### config.mk
export PLATFORM = sky130hd
export DESIGN_NAME = seq_gen
export DESIGN_NICKNAME = d
export VERILOG_FILES = /design/src/rtl/seq_pkg.sv /design/src/rtl/seq_shift.sv /design/src/rtl/seq_gen.sv
export SDC_FILE = /design/constraint.sdc
export NUM_CORES = 1
export LEC_CHECK = 0
export CORE_MARGIN = 10
export CORE_UTILIZATION = 55
export DETAILED_ROUTE_END_ITERATION = 8
export HOLD_SLACK_MARGIN = 0.12
export PLACE_DENSITY_LB_ADDON = 0.25
export RECOVER_POWER = 25
export REMOVE_ABC_BUFFERS = 1
export SETUP_SLACK_MARGIN = 0.15
export SLEW_MARGIN = 20
export SYNTH_ARGS = -nofsm -noshare
export SYNTH_HDL_FRONTEND = slang
export SYNTH_SLANG_ARGS = --single-unit
### constraint.sdc
create_clock -name clk -period 2.6 [get_ports clk]
set_input_delay 0.78 -clock clk [delete_from_list [all_inputs] [get_ports clk]]
set_output_delay 0.78 -clock clk [all_outputs]
set_load 0.05 [all_outputs]
### src/rtl/seq_pkg.sv
// Shared definitions for the seq detector and its serial pattern generator.
package seq_pkg;

  localparam logic ST_IDLE = 1'b0;
  localparam logic ST_SEND = 1'b1;

  localparam int unsigned SEQ_WIDTH = 9;

  // Canonical detector target, sent MSB-first.
  localparam logic [8:0] SEQ_PAT = 9'b011100101;

endpackage

### src/rtl/seq_shift.sv
// Load/shift-left register with clear; exposes its MSB as the next serial bit.
module seq_shift #(
  parameter int unsigned WIDTH = 9
) (
  input  logic             clk,
  input  logic             rst,
  input  logic             clr,
  input  logic             load,
  input  logic [WIDTH-1:0] load_val,
  input  logic             shift_en,
  output logic             msb
);

  logic [WIDTH-1:0] data_q;

  always_ff @(posedge clk or negedge rst) begin
    if (!rst) begin
      data_q <= '0;
    end else if (clr) begin
      data_q <= '0;
    end else if (load) begin
      data_q <= load_val;
    end else if (shift_en) begin
      data_q <= {data_q[WIDTH-2:0], 1'b0};
    end
  end

  assign msb = data_q[WIDTH-1];

endmodule

### src/rtl/seq_gen.sv
// Serial bit-pattern generator: parallel pattern in, MSB-first registered bit stream out.
// Define SEQ_GEN_LOOP_EN to add the `loop` input for seamless pattern repetition.
module seq_gen
  import seq_pkg::*;
#(
  parameter int unsigned WIDTH = SEQ_WIDTH,
  parameter int unsigned LEN_W = 4
) (
  input  logic             clk,
  input  logic             rst,
  input  logic             start_valid,
  output logic             start_ready,
  input  logic [WIDTH-1:0] pattern,
  input  logic [LEN_W-1:0] length,
  input  logic             abort,
`ifdef SEQ_GEN_LOOP_EN
  input  logic             loop,
`endif
  output logic             out,
  output logic             out_valid,
  output logic             busy,
  output logic             done
);

  typedef enum logic {
    StIdle = ST_IDLE,
    StSend = ST_SEND
  } state_e;

  localparam logic [LEN_W-1:0] MaxLen = LEN_W'(WIDTH);

  state_e           state_q;
  logic [LEN_W-1:0] cnt_q;
  logic             out_q, valid_q, done_q;

  logic [LEN_W-1:0] eff_len;
  logic [WIDTH-1:0] aligned;
  logic             accept, last, reload;
  logic [WIDTH-1:0] reload_pat;
  logic [LEN_W-1:0] reload_len;
  logic             sh_msb, sh_clr, sh_load, sh_shift;
  logic [WIDTH-1:0] sh_val;

  assign eff_len = (length > MaxLen) ? MaxLen : length;
  assign aligned = pattern << (MaxLen - eff_len);

  assign accept = (state_q == StIdle) && start_valid && !abort;
  assign last   = (state_q == StSend) && !abort && (cnt_q == LEN_W'(1));

`ifdef SEQ_GEN_LOOP_EN
  logic [WIDTH-1:0] pat_save_q;
  logic [LEN_W-1:0] len_save_q;

  always_ff @(posedge clk or negedge rst) begin
    if (!rst) begin
      pat_save_q <= '0;
      len_save_q <= '0;
    end else if (accept && eff_len != '0) begin
      pat_save_q <= aligned;
      len_save_q <= eff_len;
    end
  end

  assign reload     = last && loop;
  assign reload_pat = pat_save_q;
  assign reload_len = len_save_q;
`else
  assign reload     = 1'b0;
  assign reload_pat = '0;
  assign reload_len = '0;
`endif

  // The first bit goes straight to out_q, so the shifter holds only the remainder.
  assign sh_load  = (accept && eff_len != '0) || reload;
  assign sh_val   = accept ? {aligned[WIDTH-2:0], 1'b0} : {reload_pat[WIDTH-2:0], 1'b0};
  assign sh_shift = (state_q == StSend) && !abort && (cnt_q > LEN_W'(1));
  assign sh_clr   = (state_q == StSend) && (abort || (last && !reload));

  seq_shift #(
    .WIDTH(WIDTH)
  ) u_shift (
    .clk     (clk),
    .rst     (rst),
    .clr     (sh_clr),
    .load    (sh_load),
    .load_val(sh_val),
    .shift_en(sh_shift),
    .msb     (sh_msb)
  );

  always_ff @(posedge clk or negedge rst) begin
    if (!rst) begin
      state_q <= StIdle;
      cnt_q   <= '0;
      out_q   <= 1'b0;
      valid_q <= 1'b0;
      done_q  <= 1'b0;
    end else begin
      done_q <= 1'b0;
      unique case (state_q)
        StIdle: begin
          if (accept) begin
            if (eff_len == '0) begin
              done_q <= 1'b1;
            end else begin
              state_q <= StSend;
              cnt_q   <= eff_len;
              out_q   <= aligned[WIDTH-1];
              valid_q <= 1'b1;
            end
          end
        end
        StSend: begin
          if (abort) begin
            state_q <= StIdle;
            cnt_q   <= '0;
            out_q   <= 1'b0;
            valid_q <= 1'b0;
          end else if (last) begin
            if (reload) begin
              cnt_q <= reload_len;
              out_q <= reload_pat[WIDTH-1];
            end else begin
              state_q <= StIdle;
              cnt_q   <= '0;
              out_q   <= 1'b0;
              valid_q <= 1'b0;
              done_q  <= 1'b1;
            end
          end else begin
            cnt_q <= cnt_q - LEN_W'(1);
            out_q <= sh_msb;
          end
        end
      endcase
    end
  end

  assign out         = out_q;
  assign out_valid   = valid_q;
  assign done        = done_q;
  assign busy        = (state_q == StSend);
  assign start_ready = (state_q == StIdle);

endmodule

Word level (Yosys, flattened, before mapping)
Cells that the tools add are included.
{"block": "word_totals", "out_inout_bits": 5, "wordCells": 60, "inputBits": 17, "reg_bits": 17}
{"block": "classes", "bitwise_logic": 1, "order_cmp": 2, "muxes": 30, "eq_ne": 4, "add_sub_neg": 2, "reduce_logical": 14, "shift": 1}
{"op": "9-bit 2-to-1 mux", "n": 4}
{"op": "4-bit 2-to-1 mux", "n": 5}
{"op": "1-bit 2-to-1 mux", "n": 16}
{"op": "9-bit by 4-bit left shift with 9-bit output", "n": 1}
{"op": "1-bit one-hot mux with 2 select lines", "n": 4}
{"op": "4-bit one-hot mux with 2 select lines", "n": 1}
{"op": "1-bit logical AND", "n": 7}
{"op": "4-bit by 1-bit equality test with 1-bit output (second input constant)", "n": 1}
{"op": "4-bit by 1-bit greater-than comparator with 1-bit output (second input constant)", "n": 1}
{"op": "4-bit greater-than comparator (second input constant)", "n": 1}
{"op": "4-bit zero test", "n": 1}
{"op": "4-bit nonzero test", "n": 1}
{"op": "4-bit by 1-bit subtractor with 4-bit output (second input constant)", "n": 1}
{"op": "4-bit subtractor (first input constant)", "n": 1}
{"op": "3-bit by 2-bit != test with 1-bit output (second input constant)", "n": 1}
{"op": "3-bit AND reduction", "n": 1}
{"op": "3-bit nonzero test", "n": 1}
{"op": "2-bit by 1-bit != test with 1-bit output (second input constant)", "n": 1}
{"op": "2-bit != test (second input constant)", "n": 1}
{"op": "2-bit AND reduction", "n": 1}
{"op": "1-bit zero test", "n": 1}
{"op": "1-bit logical OR", "n": 1}
{"op": "1-bit NOT", "n": 1}

Logic depth before layout (Yosys ltp)
Gate-level depths: netlist of the first run.
{"block": "depth", "depth_word": 7, "mapped_depth": 7, "ltp_nobuf": 6}

By module
A second synthesis of the first run with hierarchy kept.
{"block": "hier_totals", "hier_cells": 159, "area_unflattened_um2": 1415.1}
{"mod": "seq_gen", "cells_each": 119, "area_per_inst_um2": 958.4, "instances": 1, "seq_area_each_um2": 200.2}
{"mod": "seq_shift", "cells_each": 40, "area_per_inst_um2": 456.7, "instances": 1, "seq_area_each_um2": 225.2}

Least setup slack after synthesis of the first run
No wires, ideal clock.
{"block": "synth_timing", "path_kind": "input-to-reg", "start": "in length[3]", "end": "reg out_q, in the netlist out", "slack_ps": 389, "arrival_time_ps": 2082, "n_path_buf": 1, "stages": 6, "setup_time_ps": 129, "required_ps": 2471, "path_cell_list": "nand2b_1 -> clkbuf_1 -> ha_1 -> or3_1 -> nor3_1 -> nor4_1"}
{"block": "synth_between", "elab_chain_len": 7, "word_cells_on_any_way": 10, "classes_between": "add/sub: 1; order compare: 1; eq/ne: 1; shift: 1; mux: 4; reduce/logical: 2"}
{"element": "start: declaration", "line_no": "seq_gen.sv:14", "rtl": "input logic [LEN_W-1:0] length,"}
{"element": "4-bit greater-than comparator", "line_no": "seq_gen.sv:44", "rtl": "assign eff_len = (length > MaxLen) ? MaxLen : length;"}
{"element": "4-bit 2-to-1 mux *", "line_no": "seq_gen.sv:44"}
{"element": "4-bit subtractor", "line_no": "seq_gen.sv:45", "rtl": "assign aligned = pattern << (MaxLen - eff_len);"}
{"element": "9-bit by 4-bit left shift with 9-bit output", "line_no": "seq_gen.sv:45"}
{"element": "1-bit 2-to-1 mux", "line_no": "seq_gen.sv:103", "rtl": "if (eff_len == '0) begin"}
{"element": "1-bit 2-to-1 mux", "line_no": "seq_gen.sv:102", "rtl": "if (accept) begin"}
{"element": "1-bit one-hot mux with 2 select lines", "line_no": "seq_gen.sv:100", "rtl": "unique case (state_q)"}
{"element": "end signal: assignment", "line_no": "seq_gen.sv:108", "rtl": "out_q <= aligned[WIDTH-1];"}
{"element": "end signal: assignment", "line_no": "seq_gen.sv:122", "rtl": "out_q <= reload_pat[WIDTH-1];"}
{"element": "end signal: assignment", "line_no": "seq_gen.sv:132", "rtl": "out_q <= sh_msb;"}
{"element": "end: declaration", "line_no": "seq_gen.sv:34", "rtl": "logic out_q, valid_q, done_q;"}
Mark *: on every way between the ends. The rest lies on a longest branch, timed or not. The select of a mux whose other input is x is not followed.
A chain may end at the register's enable or synchronous reset.

Worst setup path in the final report of the first run
Same ends and word-level chain as after synthesis.

==> results of run 1 <==
[area by class of cell]
| cell class | count | area (um2) |
|---|---|---|
| multi-input combinational | 126 | 802 |
| fill | 167 | 556 |
| sequential | 16 | 400 |
| timing repair buffer | 39 | 343 |
| clock buffer | 4 | 36.3 |
| tap | 28 | 35.0 |
| inverter | 5 | 18.8 |
[routing by layer]
layer,vias up,GRT usage,wire length (um)
li1,644,-,-
met5,-,0,0
met4,0,0.0231,23
met3,4,0.0496,166
met2,34,0.271,1780
met1,676,0.207,1660
[power by group through the flow]
stage	Combinational, mW	Sequential [mW]	Clock (mW)
after floorplan	0.317	0.483	0
after global placement	0.576	0.412	0
after detailed placement	0.590	0.416	0
after CTS	0.595	0.413	0.169
after global routing	0.663	0.429	0.186
final	0.599	0.418	0.169
[final timing paths]
kind                                 from           endpoint  slack [ps]  depth (start not counted)
max in group asynchronous             rst  u_shift.data_q[7]        1160                          1
worst max register to register       busy                out         630                          6
worst min-delay path            out_valid          out_valid         510                          2
worst max-delay path            length[3]                out         220                          6
worst min register to register  out_valid          out_valid         510                          2
min in group asynchronous             rst           cnt_q[3]         960                          1
[state kept, by name, indices dropped and copies added (netlist names)]
register	cells
busy	1
done	1
u_shift.data_q	8
cnt_q	4
out	1
out_valid	1
[cell usage in the layout, fill, tap and decap left out, types with 3 or more instances in the layout]
cell type and instances:
a22oi_1 7, mux2_2 3, nor3_2 3, o211ai_1 3, mux2i_1 5, nand2_1 15
nand2b_1 6, ha_1 3, clkbuf_4 3, nor3_1 5, o21ai_0 14, inv_1 5
o22ai_1 4, buf_4 19, clkdlybuf4s50_1 19, dfrtp_1 16, nor2_1 16, a21oi_1 14
[stage by stage]
| stage | instances | utilization | hold WS (ps) | total power, mW | TNS [ps] |
|---|---|---|---|---|---|
| global placement | 214 | 0.722 | 484 | 0.988 | -8.23 |
| floorplan | 147 | - | 463 | 0.799 | 0 |
| CTS | 218 | 0.739 | 519 | 1.18 | 0 |
| finish | 218 | 0.746 | 506 | 1.19 | 0 |
| global route | 218 | 0.746 | 585 | 1.28 | 0 |
| detailed placement | 214 | 0.722 | 498 | 1.01 | -238 |
[worst reg2reg max path, cell delays in order, from the launching register on]
cell      delay, ps
dfrtp_1         410
buf_4           190
nand2b_1        180
or3_4           410
or3_1           410
nor3_2          210
nor4_1           60
[cell families (layout without fill, tap and decap cells)]
kind of cell               after synthesis  in the layout  synth area share
adders and majority gates                3              3            0.0300
DFF                                     16             16             0.320
xor gates and xnor gates                 3              3            0.0210
muxes                                    8              8            0.0671
buffers and inverters                   13             48            0.0511
and+or+nand+nor                         57             57             0.231
AOI/OAI and AO/OA                       55             55             0.279
==> results.py, run 1 <==
metrics = {
    "yosys": {
        "ys_seq_area_frac": 0.320,
        "yosysUniqueCellTypes": 42,
        "synth_edf_count": 0,
        "syn_avg_cell_area_um2": 8.06,
        "async_flop_share": 1.00,
        "syn_area_mm2": 0.00125,
        "synthTopCellsByArea": "dfrtp_1 (32%), a21oi_1 (5.6%), o21ai_0 (5.6%), nor2_1 (4.8%), nand2_1 (4.5%)",
        "synth_top_area_frac": 0.320,
        "yosysWarnings": 0,
        "synth_common_cells": "dfrtp_1 (16), nor2_1 (16), nand2_1 (15)",
        "synth_top_area_cell": "dfrtp_1",
        "syn_inst": 155,
        "ys.flop_type": "dfrtp_1",
        "synth.ff_latch_count": 16,
    },
    "finish": {
        "area_growth_pct": 30.8,
        "drive_above_1_share": 0.168,
        "nets": 211,
        "antenna_cells": 0,
        "finalInstanceArea_mm2": 0.00164,
    },
    "placement": {
        "place.port_buffers": 21,
        "place_area_mm2": 0.00158,
        "place_hpwl_um": 2750,
        "dp_slack_ps": -91.4,
        "gp_congestion": 0.901,
    },
    "floorplanning": {
        "coreArea_mm2": 0.00219,
        "dieWidth_um": 67.7,
        "initial_utilization": 0.571,
        "row_count": 17,
        "pin_count": 22,
        "fp.dieH_um": 67.7,
        "die_area_mm2": 0.00458,
    },
    "detailed_routing": {
        "routed_via_density": 6.23,
        "vias": 1358,
        "drcViolationCount": 0,
        "drt-initial-drc-count": 104,
        "ant_nets": 0,
        "routed_wl_um": 3630,
        "routedWlPerCell_um": 16.7,
        "drtPass1Iterations": 4,
    },
    "critical_path": {
        "cp_slowest_cell": "clkdlybuf4s50_1",
        "critical_path_buf_inv_count": 1,
        "crit_required_ps": 2790,
        "critPathLaunchType": "primary input",
        "crit_type": "primary input to register",
        "cp_top_family": "simple AND/OR/NAND/NOR gates",
        "cp_cell_sequence": "clkdlybuf4s50_1, nand2b_1, ha_1, or3_1, nor3_2, nor4_1",
        "end_kind": "register",
        "cp_max_fo": 5,
        "cpPeakStageDelay_ps": 500,
        "cp_data_arrival_time_ps": 2570,
    },
    "power_and_ir_drop": {
        "power.internal_uw": 682,
        "sw_frac_of_total": 0.425,
        "leakage_nw": 0.680,
        "p_switching_uw": 505,
        "p_clk_frac": 0.143,
        "ir_drop_v": 0.000772,
        "p_seq_frac": 0.352,
        "pwr-share-comb": 0.505,
        "powerDensity_mw_per_mm2": 726,
    },
    "clocking": {
        "cts_sinks": 16,
        "cts_made_buffers": 3,
        "cts_tree": "done",
        "root_buffer": "clkbuf_4",
        "post_cts_buffers": 0,
        "clkTransAtPathRegs_ps": 110,
        "holdBufCountCts": 0,
        "clock_path_buffers": 2,
        "htreeDepth": 1,
        "cts_resized": 0,
        "clock_latency_ps": 300,
    },
    "sta": {
        "fmax_mhz": 420,
        "rsz0062_at_grt": "yes",
        "worst_pin_slew_ps": 718,
        "finalHoldViolations": 0,
        "skew_ps": 20.6,
        "fin_crit_sh": 0.916,
        "slew_viol_final": 0,
        "max_slew_margin": 0.520,
        "setup_ws_ps": 220,
        "setup_viol": 0,
        "min_period_ps": 2380,
    },
    "grt": {
        "grt_max_degree": 17,
        "antenna_found_initial": 0,
        "grt_pass1_vias": 1287,
        "grt_pass1_wl_um": 6020,
        "overflow": 0,
        "grtUsageTotal": 0.163,
    },
    "worst_hold_path": {
        "hp-class": "register to register",
    },
    "status": {
        "outcome": "completed",
    },
    "run": {
        "max_cap_violations": 0,
    },
}
(Power assumes the default switching activity.)
==> run 2, diff against run 1 <==
CELL_PAD_IN_SITES_DETAIL_PLACEMENT = 1   (was not set)
CELL_PAD_IN_SITES_GLOBAL_PLACEMENT = 1   (was not set)
CORE_UTILIZATION = 43   (was 55)
CTS_BUF_LIST = sky130_fd_sc_hd__clkbuf_4   (was not set)
==> results.py, run 2 (synthesis results as in run 1) <==
metrics = {
    "clocking": {
        "clock_latency_ps": 290,
        "holdBufCountCts": 0,
        "root_buffer": "clkbuf_4",
        "clock_path_buffers": 2,
        "cts_made_buffers": 3,
        "cts_sinks": 16,
        "cts_tree": "done",
        "clkTransAtPathRegs_ps": 90,
        "htreeDepth": 1,
    },
    "finish": {
        "finalInstanceArea_mm2": 0.00167,
        "largest_reg_flops": 8,
        "drive_above_1_share": 0.183,
        "antenna_cells": 0,
        "top_regs": "u_shift.data_q: 8 flops, cnt_q: 4 flops",
        "layout_common_cells": "buf_4 (21), clkdlybuf4s50_1 (17), nor2_1 (16), dfrtp_1 (16), nand2_1 (15)",
        "final_common_cell": "buf_4",
        "area_growth_pct": 33.6,
        "nets": 213,
        "top_register": "u_shift.data_q",
        "final_util": 0.606,
    },
    "placement": {
        "place.port_buffers": 21,
        "place_hpwl_um": 3540,
        "place_area_mm2": 0.00160,
        "gp_congestion": 0.876,
    },
    "floorplanning": {
        "pin_count": 22,
        "coreArea_mm2": 0.00276,
        "initial_utilization": 0.453,
        "dieWidth_um": 73.9,
        "row_count": 19,
        "die_area_mm2": 0.00546,
        "fp.dieH_um": 73.9,
    },
    "detailed_routing": {
        "drt-initial-drc-count": 67,
        "routedWlPerCell_um": 19.8,
        "routed_via_density": 6.16,
        "drcViolationCount": 0,
        "vias": 1368,
        "drtPass1Iterations": 4,
        "ant_nets": 0,
        "routed_wl_um": 4410,
    },
    "power_and_ir_drop": {
        "powerDensity_mw_per_mm2": 712,
        "leakage_nw": 0.702,
        "ir_drop_v": 0.000635,
        "total_power_mw": 1.19,
    },
    "sta": {
        "slew_viol_final": 0,
        "worst_pin_slew_ps": 754,
        "max_slew_margin": 0.496,
        "skew_ps": 4.02,
        "min_period_ps": 2370,
        "finalHoldViolations": 0,
        "fmax_mhz": 422,
        "rsz0062_at_grt": "no",
        "setup_viol": 0,
        "fin_crit_sh": 0.912,
    },
    "grt": {
        "use_met2": 0.302,
        "grt_pass1_vias": 1459,
        "grtUsageTotal": 0.161,
        "grtUsageMet3": 0.0377,
        "grt_pass1_wl_um": 6980,
        "antenna_found_initial": 0,
        "use_met1": 0.178,
        "grt_max_degree": 17,
        "grt_busiest_layer": "met2",
        "overflow": 0,
    },
    "critical_path": {
        "cp_max_fo": 5,
        "cp_data_arrival_time_ps": 2550,
        "cp_slowest_cell": "clkdlybuf4s50_1",
        "critPathLaunchType": "primary input",
        "crit_type": "primary input to register",
        "cp_top_family": "simple AND/OR/NAND/NOR gates",
        "cpPeakStageDelay_ps": 580,
        "crit_required_ps": 2780,
        "end_kind": "register",
        "cp_cell_sequence": "clkdlybuf4s50_1, nor4_4, or3_4, or3_1, nor3_1, nor4_1",
        "critical_path_buf_inv_count": 1,
    },
    "worst_hold_path": {
        "hp-class": "register to register",
    },
    "run": {
        "max_cap_violations": 0,
    },
    "status": {
        "outcome": "completed",
    },
}
run 2: final timing paths:
path                       slack (ps)           endpoint       from  depth (start not counted)
max                               230                out  length[1]                          6
min                               500          out_valid  out_valid                          2
max reg2reg                       600  u_shift.data_q[6]   cnt_q[0]                          6
min reg2reg                       500          out_valid  out_valid                          2
max in group asynchronous        1130  u_shift.data_q[7]        rst                          1
min in group asynchronous         990           cnt_q[3]        rst                          1
run 2: layout make-up:
class	instances	area, um2
well taps	31	38.8
fillers	329	1090
multi-input cells	126	827
clock buffers	3	22.5
repair buffers	41	363
flip-flops and latches	16	400
inverters	5	18.8
run 2: metal layers:
layer | wire length [um] | up-vias | share of wire
met2 | 2350 | 42 | 0.53
met1 | 1780 | 675 | 0.40
met4 | 55 | 0 | 0.012
met5 | 0 | - | 0
li1 | - | 645 | -
met3 | 225 | 6 | 0.051
run 2: worst reg2reg max path, stage by stage, from the launching register on:
cell	delay [ps]
dfrtp_1	430
inv_1	70
ha_1	270
a21oi_1	510
nor2_1	210
a22oi_1	200
o221ai_1	170
run 2: repair_timing:
action | CTS | global route
gates resized for setup | 1 | 7
setup buffers | 0 | 0
pin swaps | 0 | 0
endpoints found under the setup margin | 9 | 5
run 2: power by group:
part / internal [mW] / switching (mW) / total (mW)
logic: 0.260 / 0.373 / 0.633
registers: 0.346 / 0.0788 / 0.425
clock network: 0.0539 / 0.0775 / 0.131
run 2: metrics by stage:
stage | setup WS [ps] | std cells | hold slack (ps) | setup TNS [ps]
3_3_place_gp | -99.2 | 219 | 479 | -831
6_report | 229 | 222 | 502 | 0
2_1_floorplan | 386 | 147 | 463 | 0
4_1_cts | 212 | 222 | 509 | 0
5_1_grt | 172 | 222 | 523 | 0
3_5_place_dp | -238 | 219 | 490 | -2260
==> run 3, diff against run 2 <==
CELL_PAD_IN_SITES_DETAIL_PLACEMENT = not set   (was 1)
CELL_PAD_IN_SITES_GLOBAL_PLACEMENT = not set   (was 1)
CORE_UTILIZATION = 55   (was 43)
==> results.py, run 3 (synthesis results as in run 1) <==
metrics = {
    "critical_path": {
        "worstRegToRegCells": 6,
        "critical_path_buf_inv_count": 2,
        "cp_slowest_cell": "clkdlybuf4s50_1",
        "critPathLaunchType": "primary input",
        "crit_required_ps": 2730,
        "rr_endpoint": "out",
        "cp_cell_sequence": "clkdlybuf4s50_1, nand2b_1, ha_1, xor2_1, nor3_2, buf_4, nand2_1, o221ai_1",
        "cp_max_fo": 5,
        "cpPeakStageDelay_ps": 570,
        "crit-reg2reg-launch": "busy",
        "cp_data_arrival_time_ps": 2510,
        "r2r_setup_slack_ps": 640,
        "cp_top_family": "buffers and inverters",
        "crit_type": "primary input to register",
        "end_kind": "register",
        "critical_path_depth": 8,
    },
    "grt": {
        "grt_busiest_layer": "met2",
        "use_met1": 0.207,
        "antenna_found_initial": 0,
        "grt_pass1_wl_um": 6020,
        "grtUsageMet3": 0.0496,
        "grtUsageTotal": 0.164,
        "use_met2": 0.271,
        "grt_max_degree": 17,
        "overflow": 0,
        "grt_pass1_vias": 1288,
    },
    "worst_hold_path": {
        "hold_end": "out_valid",
        "min_from": "out_valid",
        "hp-class": "register to register",
        "min_path_cells": 2,
    },
    "placement": {
        "place.port_buffers": 21,
        "gp_congestion": 0.901,
        "place_hpwl_um": 2750,
        "place_area_mm2": 0.00158,
    },
    "sta": {
        "rsz0062_at_grt": "yes",
        "min_period_ps": 2380,
        "setup_viol": 0,
        "max_slew_margin": 0.523,
        "slew_viol_final": 0,
        "finalHoldViolations": 0,
        "fin_crit_sh": 0.914,
        "skew_ps": 24.9,
        "worst_pin_slew_ps": 714,
        "fmax_mhz": 421,
    },
    "finish": {
        "finalInstanceArea_mm2": 0.00163,
        "top_regs": "u_shift.data_q: 8 flops, cnt_q: 4 flops",
        "regArea_um2": 400,
        "multiInputGateArea_um2": 802,
        "largest_reg_flops": 8,
        "drive_above_1_share": 0.163,
        "antenna_cells": 0,
        "nets": 211,
        "layout_common_cells": "clkdlybuf4s50_1 (19), buf_4 (19), nor2_1 (16), dfrtp_1 (16), nand2_1 (15)",
        "area_growth_pct": 30.0,
        "n_fill_cell": 169,
        "top_register": "u_shift.data_q",
    },
    "clocking": {
        "root_buffer": "clkbuf_4",
        "htreeDepth": 1,
        "post_cts_buffers": 0,
        "clkTransAtPathRegs_ps": 80,
        "clock_path_buffers": 2,
        "cts_made_buffers": 3,
        "clock_latency_ps": 310,
        "cts_tree": "done",
        "cts_sinks": 16,
        "holdBufCountCts": 0,
        "cts_resized": 0,
    },
    "power_and_ir_drop": {
        "powerDensity_mw_per_mm2": 714,
        "ir_drop_v": 0.000637,
        "total_power_mw": 1.16,
        "leakage_nw": 0.675,
    },
    "status": {
        "outcome": "completed",
    },
    "floorplanning": {
        "row_count": 17,
        "coreArea_mm2": 0.00219,
        "die_area_mm2": 0.00458,
        "dieWidth_um": 67.7,
        "fp.dieH_um": 67.7,
        "initial_utilization": 0.571,
        "pin_count": 22,
    },
    "detailed_routing": {
        "routedWlPerCell_um": 16.8,
        "routed_via_density": 6.19,
        "ant_nets": 0,
        "vias": 1350,
        "drtPass1Iterations": 4,
        "routed_wl_um": 3660,
        "drcViolationCount": 0,
        "drt-initial-drc-count": 103,
    },
    "run": {
        "max_cap_violations": 0,
    },
}
-- run 3: how the worst max path moves through the flow --
stage | startpoint | slack, ps | end
after floorplan | busy | 390 | u_shift.data_q[6]
after global placement | length[1] | -8 | u_shift.data_q[6]
after detailed placement | length[2] | -90 | u_shift.data_q[6]
after CTS | length[2] | 210 | u_shift.data_q[6]
after global routing | length[3] | 90 | u_shift.data_q[6]
final | length[3] | 220 | u_shift.data_q[6]
-- run 3: worst reg2reg max path, stage by stage (launching register included) --
cell      delay (ps)
dfrtp_1          400
buf_4            180
nand2b_1         180
or3_4            400
or3_1            410
nor3_2           210
nor4_1            60
-- run 3: metal layers --
layer,wire (um),up-vias
li1,-,643
met1,1660,662
met2,1770,39
met3,204,6
met4,29,0
met5,0,-
-- run 3: per-stage QoR --
stage               setup slack [ps]  hold WS, ps   util  setup TNS [ps]  std cells
finish                           224          506  0.742               0        218
floorplan                        386          463      -               0        147
CTS                              207          519  0.734               0        218
global placement               -8.23          484  0.722           -8.23        214
detailed placement             -91.4          498  0.722            -238        214
global route                    92.4          584  0.742               0        218
-- run 3: where the power goes --
group / leakage [nW] / total (mW) / switching [mW] / internal (mW)
Sequential: 0.207 / 0.416 / 0.0703 / 0.345
Clock: 0.0154 / 0.143 / 0.0870 / 0.0559
Combinational: 0.452 / 0.602 / 0.350 / 0.252
Total: 0.675 / 1.16 / 0.507 / 0.653
-- run 3: area by class of cell --
cell class	count	share of cell area
Tap cell	28	0.0216
Clock inverter	1	0.00231
Sequential cell	16	0.246
Multi-Input combinational cell	126	0.493
Timing Repair Buffer	39	0.211
Inverter	5	0.0115
Clock buffer	3	0.0139
